--- config.mk ---
export PLATFORM = sky130hd
export DESIGN_NAME = _64b66b_block_sync
export DESIGN_NICKNAME = d
export VERILOG_FILES = /design/src/rtl/_64b66b_pkg.sv /design/src/rtl/_64b66b_block_sync.sv
export SDC_FILE = /design/constraint.sdc
export NUM_CORES = 1
export LEC_CHECK = 0
export BUFFER_PORTS_ARGS = -buffer_cell sky130_fd_sc_hd__buf_2
export CAP_MARGIN = 25
export CELL_PAD_IN_SITES_DETAIL_PLACEMENT = 1
export CELL_PAD_IN_SITES_GLOBAL_PLACEMENT = 1
export CORE_UTILIZATION = 48
export CTS_CLUSTER_SIZE = 40
export DETAILED_ROUTE_END_ITERATION = 8
export PLACE_DENSITY = 0.8
export SLEW_MARGIN = 5
export SYNTH_ARGS = -nofsm -noshare
export SYNTH_HDL_FRONTEND = slang
export SYNTH_SLANG_ARGS = --single-unit
--- constraint.sdc ---
create_clock -name clk -period 3.1 [get_ports clk]
set_clock_uncertainty 0.1 [all_clocks]
set_input_delay 0.31 -clock clk [delete_from_list [all_inputs] [get_ports clk]]
set_output_delay 0.31 -clock clk [all_outputs]
set_load 0.03 [all_outputs]
--- src/rtl/_64b66b_pkg.sv ---
// Shared definitions for the 64b/66b PCS: sync header codes, block-lock
// state encoding and default lock-window limits.
package _64b66b_pkg;

   typedef enum logic [1:0] {
      RESET = 2'd0,
      TEST  = 2'd1,
      SLIP  = 2'd2,
      WAIT  = 2'd3
   } sync_state_t;

   localparam logic [1:0] SH_DATA = 2'b01;
   localparam logic [1:0] SH_CTRL = 2'b10;

   localparam int SH_CNT_MAX_DEF = 64;
   localparam int SH_INV_MAX_DEF = 16;

   // Only the two transition patterns mark a real block boundary.
   function automatic logic sh_valid(input logic [1:0] head);
      return (head == SH_DATA) || (head == SH_CTRL);
   endfunction

endpackage

--- src/rtl/_64b66b_block_sync.sv ---
// Receive block lock: hunts for the 66-bit block boundary by slipping the
// gearbox one bit at a time and holds lock while sync headers stay valid.
module _64b66b_block_sync
   import _64b66b_pkg::*;
#(
   parameter int SH_CNT_MAX = SH_CNT_MAX_DEF,
   parameter int SH_INV_MAX = SH_INV_MAX_DEF,
   parameter int SLIP_WAIT  = 4
) (
   input  logic       clk,
   input  logic       nreset,
   input  logic       valid_i,
   input  logic [1:0] head_i,
   output logic       slip_o,
   output logic       lock_o
);

   localparam int CW = $clog2(SH_CNT_MAX + 1);
   localparam int IW = $clog2(SH_INV_MAX + 1);
   localparam int WW = (SLIP_WAIT > 1) ? $clog2(SLIP_WAIT) : 1;

   sync_state_t   state_r;
   logic [CW-1:0] sh_cnt_r;
   logic [IW-1:0] sh_inv_cnt_r;
   logic [WW-1:0] wait_cnt_r;
   logic          slip_r;
   logic          lock_r;

   logic          hdr_ok_s;
   logic [CW-1:0] cnt_inc_s;
   logic [IW-1:0] inv_inc_s;
   logic          cnt_full_s;
   logic          inv_full_s;

   // Header check and next-count candidates for the header sampled this cycle.
   always_comb begin
      hdr_ok_s   = sh_valid(head_i);
      cnt_inc_s  = sh_cnt_r + CW'(1);
      inv_inc_s  = sh_inv_cnt_r + (hdr_ok_s ? IW'(0) : IW'(1));
      cnt_full_s = (cnt_inc_s == CW'(SH_CNT_MAX));
      inv_full_s = (inv_inc_s == IW'(SH_INV_MAX));
   end

   // Lock FSM with its window counters and registered outputs.
   always_ff @(posedge clk) begin
      if (!nreset) begin
         state_r      <= RESET;
         sh_cnt_r     <= '0;
         sh_inv_cnt_r <= '0;
         wait_cnt_r   <= '0;
         slip_r       <= 1'b0;
         lock_r       <= 1'b0;
      end else begin
         slip_r <= 1'b0;
         case (state_r)
            RESET: begin
               state_r <= TEST;
            end
            TEST: begin
               if (valid_i) begin
                  if (!lock_r) begin
                     // While hunting, a single bad header means wrong alignment.
                     if (!hdr_ok_s) begin
                        state_r      <= SLIP;
                        slip_r       <= 1'b1;
                        sh_cnt_r     <= '0;
                        sh_inv_cnt_r <= '0;
                     end else if (cnt_full_s) begin
                        lock_r       <= 1'b1;
                        sh_cnt_r     <= '0;
                        sh_inv_cnt_r <= '0;
                     end else begin
                        sh_cnt_r <= cnt_inc_s;
                     end
                  end else begin
                     // Invalid limit is checked first so it wins on the window's last header.
                     if (inv_full_s) begin
                        state_r      <= SLIP;
                        slip_r       <= 1'b1;
                        lock_r       <= 1'b0;
                        sh_cnt_r     <= '0;
                        sh_inv_cnt_r <= '0;
                     end else if (cnt_full_s) begin
                        sh_cnt_r     <= '0;
                        sh_inv_cnt_r <= '0;
                     end else begin
                        sh_cnt_r     <= cnt_inc_s;
                        sh_inv_cnt_r <= inv_inc_s;
                     end
                  end
               end
            end
            SLIP: begin
               state_r      <= WAIT;
               wait_cnt_r   <= WW'(SLIP_WAIT - 1);
               sh_cnt_r     <= '0;
               sh_inv_cnt_r <= '0;
            end
            WAIT: begin
               if (wait_cnt_r == WW'(0)) begin
                  state_r <= TEST;
               end else begin
                  wait_cnt_r <= wait_cnt_r - WW'(1);
               end
            end
            default: begin
               state_r <= RESET;
            end
         endcase
      end
   end

   assign slip_o = slip_r;
   assign lock_o = lock_r;

endmodule

==> results.rst, run 1 <==
.. list-table::
   :header-rows: 1

   * - Metric
     - Value
   * - Die extent in x
     - 51.0 um
   * - Number of setup violations in the final report
     - 0
   * - Deepest level of the CTS H-tree
     - 1
   * - Classification of the worst setup path
     - in2reg
   * - GR Util All Layers
     - 0.241
   * - Clock sinks
     - 18
   * - Number of instances in the synthesized netlist
     - 140
   * - Number of enable flip-flop cells after synthesis
     - 0
   * - Rel. slew slack
     - 0.584
   * - Max Clock Freq
     - 429 MHz
   * - Tot Pwr
     - 676 uW
   * - Maximum number of pins on one net before global-route repair
     - 18
   * - Initial cell density of the core
     - 0.516
   * - Most common library cells after synthesis
     - sky130_fd_sc_hd__nand2_1 (19), sky130_fd_sc_hd__dfxtp_1 (18), sky130_fd_sc_hd__o21ai_0 (10)
   * - Number of warnings issued by yosys
     - 0
   * - Post-synthesis average cell area
     - 8.23 um2
   * - Total wire length after detailed routing
     - 2.65 mm
   * - Detailed Route Iter0 Violations
     - 9
   * - Worst slack after detailed placement
     - 0.486 ns
   * - Max FO, Critical Path
     - 7
   * - Area enclosed by the die boundary
     - 2600 um2
   * - Num rows
     - 17
   * - Critical Path End Type
     - register
   * - Initial antenna violation count
     - 0
   * - Number of violations of the max-capacitance limit
     - 0
   * - TritonCTS clock tree
     - yes
   * - Setup TNS Final
     - 0 ns
   * - CTS Buffer Depth
     - 2
   * - Leakage
     - 0.000519 uW
   * - Slew @ Worst Pin
     - 0.624 ns
   * - Number of design rule violations left after detail routing
     - 0
   * - Largest voltage drop on the vdd net
     - 0.416 mV
   * - Kind of start point of the critical path
     - primary input
   * - Cells traversed along the worst timing path
     - buf_2 > xnor2_1 > ha_1 > ha_1 > nand3_1 > xnor2_1 > a21boi_1 > o21ai_0 > o21ai_0
   * - Status
     - finished, final reports clean
   * - Aggregate global routing overflow
     - 0
   * - Dominant register cell in the synthesized netlist
     - sky130_fd_sc_hd__dfxtp_1
   * - Arrival time of data at the critical path endpoint
     - 2.46 ns
   * - Half-perimeter wire length after detailed placement
     - 2.02 mm
   * - Detailed-route vias per instance
     - 5.85
   * - Clock latency of the later-clocked register in the worst-skew pair
     - 0.30 ns
   * - Core Box Area
     - 2230 um2
   * - Most frequently used cell type in the post-synthesis netlist
     - sky130_fd_sc_hd__nand2_1
   * - Time the final worst path needs with I/O delays and setup
     - 2.33 ns
   * - Total of cells resized after clock tree synthesis
     - 0
   * - Clk root buf
     - sky130_fd_sc_hd__clkbuf_4
   * - Global-route wire length before repair
     - 4.70 mm
   * - Distinct cells, synth
     - 35
   * - Global placer's final weighted congestion
     - 0.807
   * - Final hold violation count
     - 0
   * - Data required, critical path
     - 3.23 ns
   * - Worst path max stage delay
     - 0.43 ns
   * - Fraction of the yosys area taken by sequential cells
     - 0.313
   * - Fraction of layout instances using a drive strength above 1
     - 0.0884
   * - CTS clock-pin slew for the worst setup and hold paths
     - 0.12 ns
   * - Vias in the first global route
     - 1024
   * - Total count of max-transition violations in the final report
     - 0
   * - Final period utilization
     - 0.752
   * - Worst hold-check path type
     - in2reg
   * - Net count of the mapped netlist
     - 153
   * - CP max stage cell
     - sky130_fd_sc_hd__a21boi_1
   * - Vias after detailed routing
     - 1024
   * - Buffers on Ports
     - 6
   * - Number of hold buffers added after CTS
     - 0
   * - Ratio of total power to cell area
     - 544 nW/um2
   * - Proportion of register bits with asynchronous set or reset after synthesis
     - 0
   * - Slack of the critical path
     - 0.767 ns
   * - Netlist Area Pre-Place
     - 1150 um2
   * - Post-synthesis to final-layout area growth
     - 7.82%
   * - Post-layout nets
     - 161
   * - Cell types with the largest area share after synthesis
     - sky130_fd_sc_hd__dfxtp_1 (31%), sky130_fd_sc_hd__ha_1 (8.7%), sky130_fd_sc_hd__nand2_1 (6.2%)
   * - Post-CTS setup buffer count
     - 0
   * - Yosys reg bits
     - 18
   * - Number of clock buffers inserted by TritonCTS
     - 3
   * - Pre-antenna DRT Iters
     - 4
   * - RSZ-0062 raised after global routing
     - false
   * - Number of routed nets with antenna violations
     - 0
   * - Routed WL per cell
     - 15.2 um
   * - I/O pin total
     - 7
   * - Chip Height
     - 51.0 um
   * - ANT cells
     - 0
   * - Area share of the largest cell type after synthesis
     - 0.313
   * - Cell taking the most area after synthesis
     - sky130_fd_sc_hd__dfxtp_1
per-layer routing:
layer / track usage / part of all wire / wire (um)
met4: 0.0972 / 0.020 / 53
met2: 0.423 / 0.50 / 1320
met5: 0 / 0 / 0
met1: 0.277 / 0.46 / 1230
met3: 0.0565 / 0.018 / 47
worst max-delay path, delay by kind of cell:
kind,cells,cell delay (ns)
AO/OA/AOI/OAI,3,0.94
buffers and inverters,1,0.10
XOR/XNOR,2,0.47
adder cells (fa/ha/maj),2,0.52
AND/OR/NAND/NOR,1,0.12
kinds of logic after synthesis:
kind of cell | after synthesis | share of synthesized area
adders and majority gates | 8 | 0.0869
AOI/OAI and AO/OA | 31 | 0.188
muxes | 6 | 0.0521
DFF | 18 | 0.313
and+or+nand+nor | 59 | 0.276
xor gates and xnor gates | 6 | 0.0456
buffers and inverters | 12 | 0.0391
layout make-up:
cell class	instances	area, um2
clock buffer	4	36.3
fill	297	991
inverter	9	33.8
multi-input combinational	110	747
sequential	18	360
tap	28	35.0
timing repair buffer	6	30.0
final timing paths:
path	from	to	slack, ns	cells after the start
max	head_i[1]	sh_cnt_r[3]	0.77	9
min	nreset	wait_cnt_r[1]	0.28	2
max reg2reg	sh_cnt_r[0]	lock_o	0.83	6
min reg2reg	sh_inv_cnt_r[0]	sh_inv_cnt_r[0]	0.39	2
state kept, by name, indices dropped and copies added (netlist names):
name,flops
wait_cnt_r,2
lock_o,1
sh_inv_cnt_r,5
slip_o,1
state_r,2
sh_cnt_r,7
stage by stage:
stage                util  instances  hold WS (ns)  cell area (um2)
CTS                 0.556        175         0.274             1240
global route        0.556        175         0.283             1240
detailed placement  0.540        171         0.374             1210
finish              0.556        175         0.280             1240
floorplan               -        140         0.342             1150
global placement    0.540        171         0.355             1210
cell usage in the layout, fill, tap and decap left out, types with 2 or more instances in the layout:
cell and instances:
sky130_fd_sc_hd__clkbuf_4 3, sky130_fd_sc_hd__nand2b_1 7, sky130_fd_sc_hd__dfxtp_1 18, sky130_fd_sc_hd__inv_1 9, sky130_fd_sc_hd__nor2_1 4, sky130_fd_sc_hd__o21ai_0 10
sky130_fd_sc_hd__nor2b_1 5, sky130_fd_sc_hd__o221ai_1 2, sky130_fd_sc_hd__a31oi_1 3, sky130_fd_sc_hd__a21oi_1 3, sky130_fd_sc_hd__a211o_1 3, sky130_fd_sc_hd__xor2_1 2
sky130_fd_sc_hd__a21boi_1 2, sky130_fd_sc_hd__nand4_1 3, sky130_fd_sc_hd__xnor2_1 4, sky130_fd_sc_hd__ha_1 8, sky130_fd_sc_hd__o2111ai_1 2, sky130_fd_sc_hd__and2_1 4
sky130_fd_sc_hd__mux2i_1 6, sky130_fd_sc_hd__nand4b_1 2, sky130_fd_sc_hd__buf_2 6, sky130_fd_sc_hd__nand3_1 8, sky130_fd_sc_hd__nand2_1 19
power by group:
group	internal, uW	leakage [uW]	switching [uW]
Clock	71.7	0.0000210	80.6
Sequential	255	0.000146	24.3
Combinational	103	0.000352	141
No activity file was read; power rests on OpenSTA's default activity.
==> inputs of run 2 (changes only) <==
--- a/config.mk
+++ b/config.mk
@@ -9,10 +9,10 @@
 export CAP_MARGIN = 25
 export CELL_PAD_IN_SITES_DETAIL_PLACEMENT = 1
 export CELL_PAD_IN_SITES_GLOBAL_PLACEMENT = 1
-export CORE_UTILIZATION = 48
+export CORE_UTILIZATION = 44
 export CTS_CLUSTER_SIZE = 40
 export DETAILED_ROUTE_END_ITERATION = 8
-export PLACE_DENSITY = 0.8
+export PLACE_DENSITY = 0.74
 export SLEW_MARGIN = 5
 export SYNTH_ARGS = -nofsm -noshare
 export SYNTH_HDL_FRONTEND = slang
==> constraint.sdc (replaced) <==
create_clock -name clk -period 2.36 [get_ports clk]
set_clock_uncertainty 0.1 [all_clocks]
set_input_delay 0.236 -clock clk [delete_from_list [all_inputs] [get_ports clk]]
set_output_delay 0.236 -clock clk [all_outputs]
set_load 0.03 [all_outputs]
==> results.rst, run 2 (synthesis gave the netlist of run 1 again) <==
.. list-table::
   :header-rows: 1

   * - Metric
     - Value
   * - CTS clock-pin slew for the worst setup and hold paths
     - 0.12 ns (about the same)
   * - Initial cell density of the core
     - 0.465 (was 0.516)
   * - Layout Utilization
     - 0.518 (was 0.556)
   * - GR Util All Layers
     - 0.220 (was 0.241)
   * - Area enclosed by the die boundary
     - 2830 um2 (was 2600 um2)
   * - Half-perimeter wire length after detailed placement
     - 2.07 mm (was 2.02 mm)
   * - Aggregate global routing overflow
     - 0 (unchanged)
   * - Post-CTS setup buffer count
     - 0 (unchanged)
   * - Tot Pwr
     - 892 uW (was 676 uW)
   * - Number of stages on the worst hold path
     - 3 (was 2)
   * - Commonest cells after routing, fill and taps aside
     - sky130_fd_sc_hd__nand2_1 (19), sky130_fd_sc_hd__dfxtp_1 (18), sky130_fd_sc_hd__o21ai_0 (10), sky130_fd_sc_hd__inv_1 (9) (unchanged)
   * - Register-to-register path setup slack
     - 0.19 ns (was 0.83 ns)
   * - Commonest non-fill, non-tap cell in the layout
     - sky130_fd_sc_hd__nand2_1 (unchanged)
   * - CP max stage cell
     - sky130_fd_sc_hd__dfxtp_1 (was sky130_fd_sc_hd__a21boi_1)
   * - Pre-antenna DRT Iters
     - 3 (was 4)
   * - Cells traversed along the worst timing path
     - ha_1 > xor2_1 > nand4_1 > a221o_1 > or4_1 > a21boi_1 (was buf_2 > xnor2_1 > ha_1 > ha_1 > nand3_1 > xnor2_1 > a21boi_1 > o21ai_0 > o21ai_0)
   * - Total wire length after detailed routing
     - 2.65 mm (about the same)
   * - Worst hold-check path type
     - in2reg (unchanged)
   * - Kind of start point of the critical path
     - register (was primary input)
   * - CTS Buffer Depth
     - 2 (unchanged)
   * - Final hold violation count
     - 0 (unchanged)
   * - Num rows
     - 18 (was 17)
   * - Number of design rule violations left after detail routing
     - 0 (unchanged)
   * - Global-route wire length before repair
     - 4.44 mm (was 4.70 mm)
   * - Leakage
     - 0.000543 uW (was 0.000519 uW)
   * - Total of cells resized after clock tree synthesis
     - 0 (unchanged)
   * - TritonCTS clock tree
     - yes (unchanged)
   * - Global placer's final weighted congestion
     - 0.780 (was 0.807)
   * - Reg with most FFs
     - sh_cnt_r (unchanged)
   * - Hold Path Sink
     - slip_o (was wait_cnt_r[1])
   * - Die extent in x
     - 53.2 um (was 51.0 um)
   * - Number of violations of the max-capacitance limit
     - 0 (unchanged)
   * - Largest voltage drop on the vdd net
     - 0.467 mV (was 0.416 mV)
   * - Ratio of total power to cell area
     - 695 nW/um2 (was 544 nW/um2)
   * - Clk root buf
     - sky130_fd_sc_hd__clkbuf_4 (unchanged)
   * - End of the worst register-to-register path
     - lock_o (unchanged)
   * - Routed WL per cell
     - 14.6 um (was 15.2 um)
   * - Largest registers in the final layout
     - sh_cnt_r x7, sh_inv_cnt_r x5 (unchanged)
   * - Buffers on Ports
     - 6 (unchanged)
   * - Smallest hold slack
     - 0.182 ns (was 0.280 ns)
   * - Slack of the critical path
     - 0.185 ns (was 0.767 ns)
   * - Final period utilization
     - 0.922
   * - Clock sinks
     - 18 (unchanged)
   * - Slew @ Worst Pin
     - 0.603 ns (was 0.624 ns)
   * - Vias after detailed routing
     - 1036 (was 1024)
   * - Category of cells accounting for the largest share of critical-path delay
     - compound AO/OA/AOI/OAI gates (unchanged)
   * - Worst Path Buf+Inv
     - 0 (was 1)
   * - Post-layout nets
     - 166 (was 161)
   * - Worst slack after detailed placement
     - 0.105 ns (was 0.486 ns)
   * - Number of clock buffers inserted by TritonCTS
     - 3 (unchanged)
   * - Max Clock Freq
     - 460 MHz
   * - Max FO, Critical Path
     - 7 (unchanged)
   * - R2R depth
     - 6 (unchanged)
   * - Detailed-route vias per instance
     - 5.69 (was 5.85)
   * - Largest register FFs
     - 7 (unchanged)
   * - Status
     - finished, final reports clean (unchanged)
   * - Total count of max-transition violations in the final report
     - 0 (unchanged)
   * - Deepest level of the CTS H-tree
     - 1 (unchanged)
   * - Classification of the worst setup path
     - reg2reg (was in2reg)
   * - Number of routed nets with antenna violations
     - 0 (unchanged)
   * - RSZ-0062 raised after global routing
     - false (unchanged)
   * - RR Startpoint
     - sh_cnt_r[0] (unchanged)
   * - Clock latency of the later-clocked register in the worst-skew pair
     - 0.30 ns (about the same)
   * - Hold_sp
     - valid_i (was nreset)
   * - Number of setup violations in the final report
     - 0 (unchanged)
   * - Core Box Area
     - 2480 um2 (was 2230 um2)
   * - Time the final worst path needs with I/O delays and setup
     - 2.17 ns
   * - Arrival time of data at the critical path endpoint
     - 2.32 ns (was 2.46 ns)
   * - Rel. slew slack
     - 0.598 (was 0.584)
   * - Maximum number of pins on one net before global-route repair
     - 18 (unchanged)
   * - Detailed Route Iter0 Violations
     - 11 (was 9)
   * - Vias in the first global route
     - 1019 (was 1024)
   * - Fraction of layout instances using a drive strength above 1
     - 0.118 (was 0.0884)
   * - Fillers
     - 310 (was 297)
   * - ANT cells
     - 0 (unchanged)
   * - Data required, critical path
     - 2.50 ns (was 3.23 ns)
   * - Worst path max stage delay
     - 0.46 ns (was 0.43 ns)
   * - Number of hold buffers added after CTS
     - 0 (unchanged)
   * - Initial antenna violation count
     - 0 (unchanged)
   * - Critical Path End Type
     - register (unchanged)
   * - Chip Height
     - 53.2 um (was 51.0 um)
   * - I/O pin total
     - 7 (unchanged)
   * - Post-synthesis to final-layout area growth
     - 11.3% (was 7.82%)
   * - Setup TNS Final
     - 0 ns (unchanged)
-- run 2: cell count changes in the layout (fill, tap and decap cells not counted), sizes merged --
cell	before	now
buf	6	11
-- run 2: final cells by class --
class | instances | area, um2 | area share
clock buffers | 4 | 36.3 | 0.0283
inverters | 9 | 33.8 | 0.0263
multi-input cells | 110 | 747 | 0.582
flip-flops and latches | 18 | 360 | 0.281
well taps | 30 | 37.5 | 0.0293
repair buffers | 11 | 67.6 | 0.0527
-- run 2: worst max path at each step --
stage / from / endpoint / slack, ns / cells after the start
2_1_floorplan: head_i[1] / state_r[0] / 0.29 / 8
3_3_place_gp: head_i[1] / sh_cnt_r[6] / 0.18 / 10
3_5_place_dp: head_i[1] / state_r[0] / 0.10 / 9
4_1_cts: sh_cnt_r[0] / lock_o / 0.16 / 6
5_1_grt: sh_cnt_r[0] / lock_o / 0.03 / 6
6_report: sh_cnt_r[0] / lock_o / 0.19 / 6
-- run 2: stage by stage --
stage	cell area (um2)	instances
after detailed placement	1250	178
after global placement	1250	178
after CTS	1280	182
final	1280	182
after global routing	1280	182
after floorplan	1150	140
-- run 2: tightest hold or removal path, stage by stage --
cell and delay, ns:
sky130_fd_sc_hd__buf_2 0.12, sky130_fd_sc_hd__nand2_1 0.12, sky130_fd_sc_hd__nor4b_1 0.06
-- run 2: metal layers --
layer	up-vias	GRT usage	part of all wire
li1	532	-	-
met1	495	0.263	0.49
met2	5	0.388	0.48
met3	4	0.0259	0.011
met4	0	0.0965	0.017
met5	-	0	0
-- run 2: power by group --
group,total [uW],internal [uW],switching [uW]
sequential,363,335,28.3
clock,199,94.1,105
combinational,330,142,188
total,892,571,321
==> inputs of run 3 (changes only) <==
--- a/config.mk
+++ b/config.mk
@@ -9,10 +9,11 @@
 export CAP_MARGIN = 25
 export CELL_PAD_IN_SITES_DETAIL_PLACEMENT = 1
 export CELL_PAD_IN_SITES_GLOBAL_PLACEMENT = 1
-export CORE_UTILIZATION = 44
+export CORE_UTILIZATION = 48
 export CTS_CLUSTER_SIZE = 40
 export DETAILED_ROUTE_END_ITERATION = 8
-export PLACE_DENSITY = 0.74
+export PLACE_DENSITY = 0.8
+export REMOVE_ABC_BUFFERS = 1
 export SLEW_MARGIN = 5
 export SYNTH_ARGS = -nofsm -noshare
 export SYNTH_HDL_FRONTEND = slang
==> constraint.sdc (replaced) <==
create_clock -name clk -period 2.56 [get_ports clk]
set_clock_uncertainty 0.1 [all_clocks]
set_input_delay 0.256 -clock clk [delete_from_list [all_inputs] [get_ports clk]]
set_output_delay 0.256 -clock clk [all_outputs]
set_load 0.03 [all_outputs]
==> results.rst, run 3 (synthesis gave the netlist of run 1 again) <==
.. list-table::
   :header-rows: 1

   * - Metric
     - Value
   * - Time the final worst path needs with I/O delays and setup
     - 2.17 ns
   * - Routed WL per cell
     - 15.6 um (was 14.6 um)
   * - Number of hold buffers added after CTS
     - 0 (unchanged)
   * - Deepest level of the CTS H-tree
     - 1 (unchanged)
   * - Layout Utilization
     - 0.563 (was 0.518)
   * - Worst Path Buf+Inv
     - 1 (was 0)
   * - Maximum number of pins on one net before global-route repair
     - 18 (unchanged)
   * - Vias in the first global route
     - 1055 (was 1019)
   * - Sw power
     - 302 uW (was 321 uW)
   * - Largest voltage drop on the vdd net
     - 0.375 mV (was 0.467 mV)
   * - Rel. slew slack
     - 0.607 (was 0.598)
   * - Clk root buf
     - sky130_fd_sc_hd__clkbuf_4 (unchanged)
   * - Aggregate global routing overflow
     - 0 (unchanged)
   * - Status
     - finished, final reports clean (unchanged)
   * - Max Clock Freq
     - 462 MHz
   * - Post-synthesis to final-layout area growth
     - 9.12% (was 11.3%)
   * - Global-route wire length before repair
     - 4.74 mm (was 4.44 mm)
   * - Max FO, Critical Path
     - 4 (was 7)
   * - Clock latency of the later-clocked register in the worst-skew pair
     - 0.31 ns (was 0.30 ns)
   * - Die extent in x
     - 51.0 um (was 53.2 um)
   * - Logic pwr share
     - 0.366 (was 0.370)
   * - Met2 routing resource usage after global routing
     - 0.445 (was 0.388)
   * - Post-layout nets
     - 163 (was 166)
   * - Fraction of layout instances using a drive strength above 1
     - 0.101 (was 0.118)
   * - Worst hold-check path type
     - in2reg (unchanged)
   * - Buffers on Ports
     - 6 (unchanged)
   * - Number of setup violations in the final report
     - 0 (unchanged)
   * - Initial antenna violation count
     - 0 (unchanged)
   * - Hold_sp
     - valid_i (unchanged)
   * - TritonCTS clock tree
     - yes (unchanged)
   * - Category of cells accounting for the largest share of critical-path delay
     - compound AO/OA/AOI/OAI gates (unchanged)
   * - Detailed-route vias per instance
     - 5.80 (was 5.69)
   * - Classification of the worst setup path
     - in2reg (was reg2reg)
   * - Number of design rule violations left after detail routing
     - 0 (unchanged)
   * - Total wire length after detailed routing
     - 2.76 mm (was 2.65 mm)
   * - Clock share of power
     - 0.229 (was 0.223)
   * - Slew @ Worst Pin
     - 0.589 ns (was 0.603 ns)
   * - GR Layer Usage met3
     - 0.0595 (was 0.0259)
   * - Fraction of met1 tracks used by global routing
     - 0.280 (was 0.263)
   * - Detailed Route Iter0 Violations
     - 10 (was 11)
   * - I/O pin total
     - 7 (unchanged)
   * - Largest registers in the final layout
     - sh_cnt_r x7, sh_inv_cnt_r x5 (unchanged)
   * - Global placer's final weighted congestion
     - 0.767 (was 0.780)
   * - Leakage
     - 0.000528 uW (was 0.000543 uW)
   * - Register-to-register path setup slack
     - 0.40 ns (was 0.19 ns)
   * - Hold Path Sink
     - slip_o (unchanged)
   * - Number of violations of the max-capacitance limit
     - 0 (unchanged)
   * - Commonest cells after routing, fill and taps aside
     - sky130_fd_sc_hd__nand2_1 (19), sky130_fd_sc_hd__dfxtp_1 (18), sky130_fd_sc_hd__o21ai_0 (10), sky130_fd_sc_hd__inv_1 (9) (unchanged)
   * - Layer with the highest usage
     - met2 (unchanged)
   * - Half-perimeter wire length after detailed placement
     - 2.12 mm (was 2.07 mm)
   * - Worst path max stage delay
     - 0.37 ns (was 0.46 ns)
   * - Fillers
     - 297 (was 310)
   * - Data required, critical path
     - 2.64 ns (was 2.50 ns)
   * - Switching Share
     - 0.366 (was 0.360)
   * - Largest register FFs
     - 7 (unchanged)
   * - Cell internal pwr
     - 523 uW (was 571 uW)
   * - GR Util All Layers
     - 0.248 (was 0.220)
   * - CP max stage cell
     - sky130_fd_sc_hd__o21ai_0 (was sky130_fd_sc_hd__dfxtp_1)
   * - Number of routed nets with antenna violations
     - 0 (unchanged)
   * - CTS Buffer Depth
     - 2 (unchanged)
   * - Total of cells resized after clock tree synthesis
     - 0 (unchanged)
   * - Setup TNS Final
     - 0 ns (unchanged)
   * - Area enclosed by the die boundary
     - 2600 um2 (was 2830 um2)
   * - End of the worst register-to-register path
     - lock_o (unchanged)
   * - Kind of start point of the critical path
     - primary input (was register)
   * - Number of clock buffers inserted by TritonCTS
     - 3 (unchanged)
   * - Final period utilization
     - 0.846
   * - Clock sinks
     - 18 (unchanged)
   * - Arrival time of data at the critical path endpoint
     - 2.25 ns (was 2.32 ns)
   * - Final hold violation count
     - 0 (unchanged)
   * - Ratio of total power to cell area
     - 656 nW/um2 (was 695 nW/um2)
   * - Num rows
     - 17 (was 18)
   * - Cells traversed along the worst timing path
     - buf_2 > xnor2_1 > ha_1 > ha_1 > nand3_1 > xnor2_1 > a21boi_1 > o21ai_0 > o21ai_0 (was ha_1 > xor2_1 > nand4_1 > a221o_1 > or4_1 > a21boi_1)
   * - Total count of max-transition violations in the final report
     - 0 (unchanged)
   * - Vias after detailed routing
     - 1026 (was 1036)
   * - Number of stages on the worst hold path
     - 3 (unchanged)
   * - Critical Path End Type
     - register (unchanged)
   * - ANT cells
     - 0 (unchanged)
   * - Post-CTS setup buffer count
     - 0 (unchanged)
   * - R2R depth
     - 6 (unchanged)
   * - CTS clock-pin slew for the worst setup and hold paths
     - 0.11 ns (was 0.12 ns)
   * - Initial cell density of the core
     - 0.516 (was 0.465)
   * - RSZ-0062 raised after global routing
     - false (unchanged)
   * - Pre-antenna DRT Iters
     - 4 (was 3)
   * - Reg with most FFs
     - sh_cnt_r (unchanged)
   * - RR Startpoint
     - sh_cnt_r[0] (unchanged)
   * - Core Box Area
     - 2230 um2 (was 2480 um2)
   * - Commonest non-fill, non-tap cell in the layout
     - sky130_fd_sc_hd__nand2_1 (unchanged)
   * - Part of the power in registers
     - 0.405 (was 0.407)
   * - Chip Height
     - 51.0 um (was 53.2 um)
run 3: tightest hold or removal path: stages:
cell                      delay, ns
sky130_fd_sc_hd__buf_2         0.13
sky130_fd_sc_hd__nand2_1       0.12
sky130_fd_sc_hd__nor4b_1       0.07
run 3: how the worst max path moves through the flow:
stage | start | endpoint | cells after the start
after floorplan | head_i[1] | state_r[0] | 8
after global placement | head_i[1] | sh_cnt_r[4] | 9
after detailed placement | head_i[1] | sh_cnt_r[3] | 9
after CTS | sh_cnt_r[0] | lock_o | 6
after global routing | head_i[1] | sh_cnt_r[3] | 9
final | head_i[1] | sh_cnt_r[3] | 9
run 3: power by group through the flow:
stage                     logic [uW]  clock network, uW  registers, uW
after floorplan                  226                  0            337
after global placement           283                  0            339
after detailed placement         302                  0            342
after CTS                        305                191            335
after global routing             344                203            340
final                            302                189            334
run 3: layer usage:
| metal | part of all wire | vias up |
|---|---|---|
| li1 | - | 520 |
| met1 | 0.45 | 491 |
| met5 | 0 | - |
| met4 | 0.014 | 0 |
| met3 | 0.024 | 6 |
| met2 | 0.51 | 9 |
run 3: layout make-up:
cell class / instances / area [um2] / share of cell area
timing repair buffer: 8 / 45.0 / 0.0358
sequential: 18 / 360 / 0.287
tap: 28 / 35.0 / 0.0279
multi-input combinational: 110 / 747 / 0.594
inverter: 9 / 33.8 / 0.0269
clock buffer: 4 / 36.3 / 0.0289
run 3: through the flow:
step	std cells	hold slack (ns)	area, um2	setup slack [ns]	power [uW]
floorplan	137	0.284	1140	0.466	562
global placement	173	0.354	1220	0.198	622
detailed placement	173	0.379	1220	0.0584	644
CTS	177	0.188	1260	0.394	831
global route	177	0.208	1260	0.124	888
finish	177	0.201	1260	0.394	825
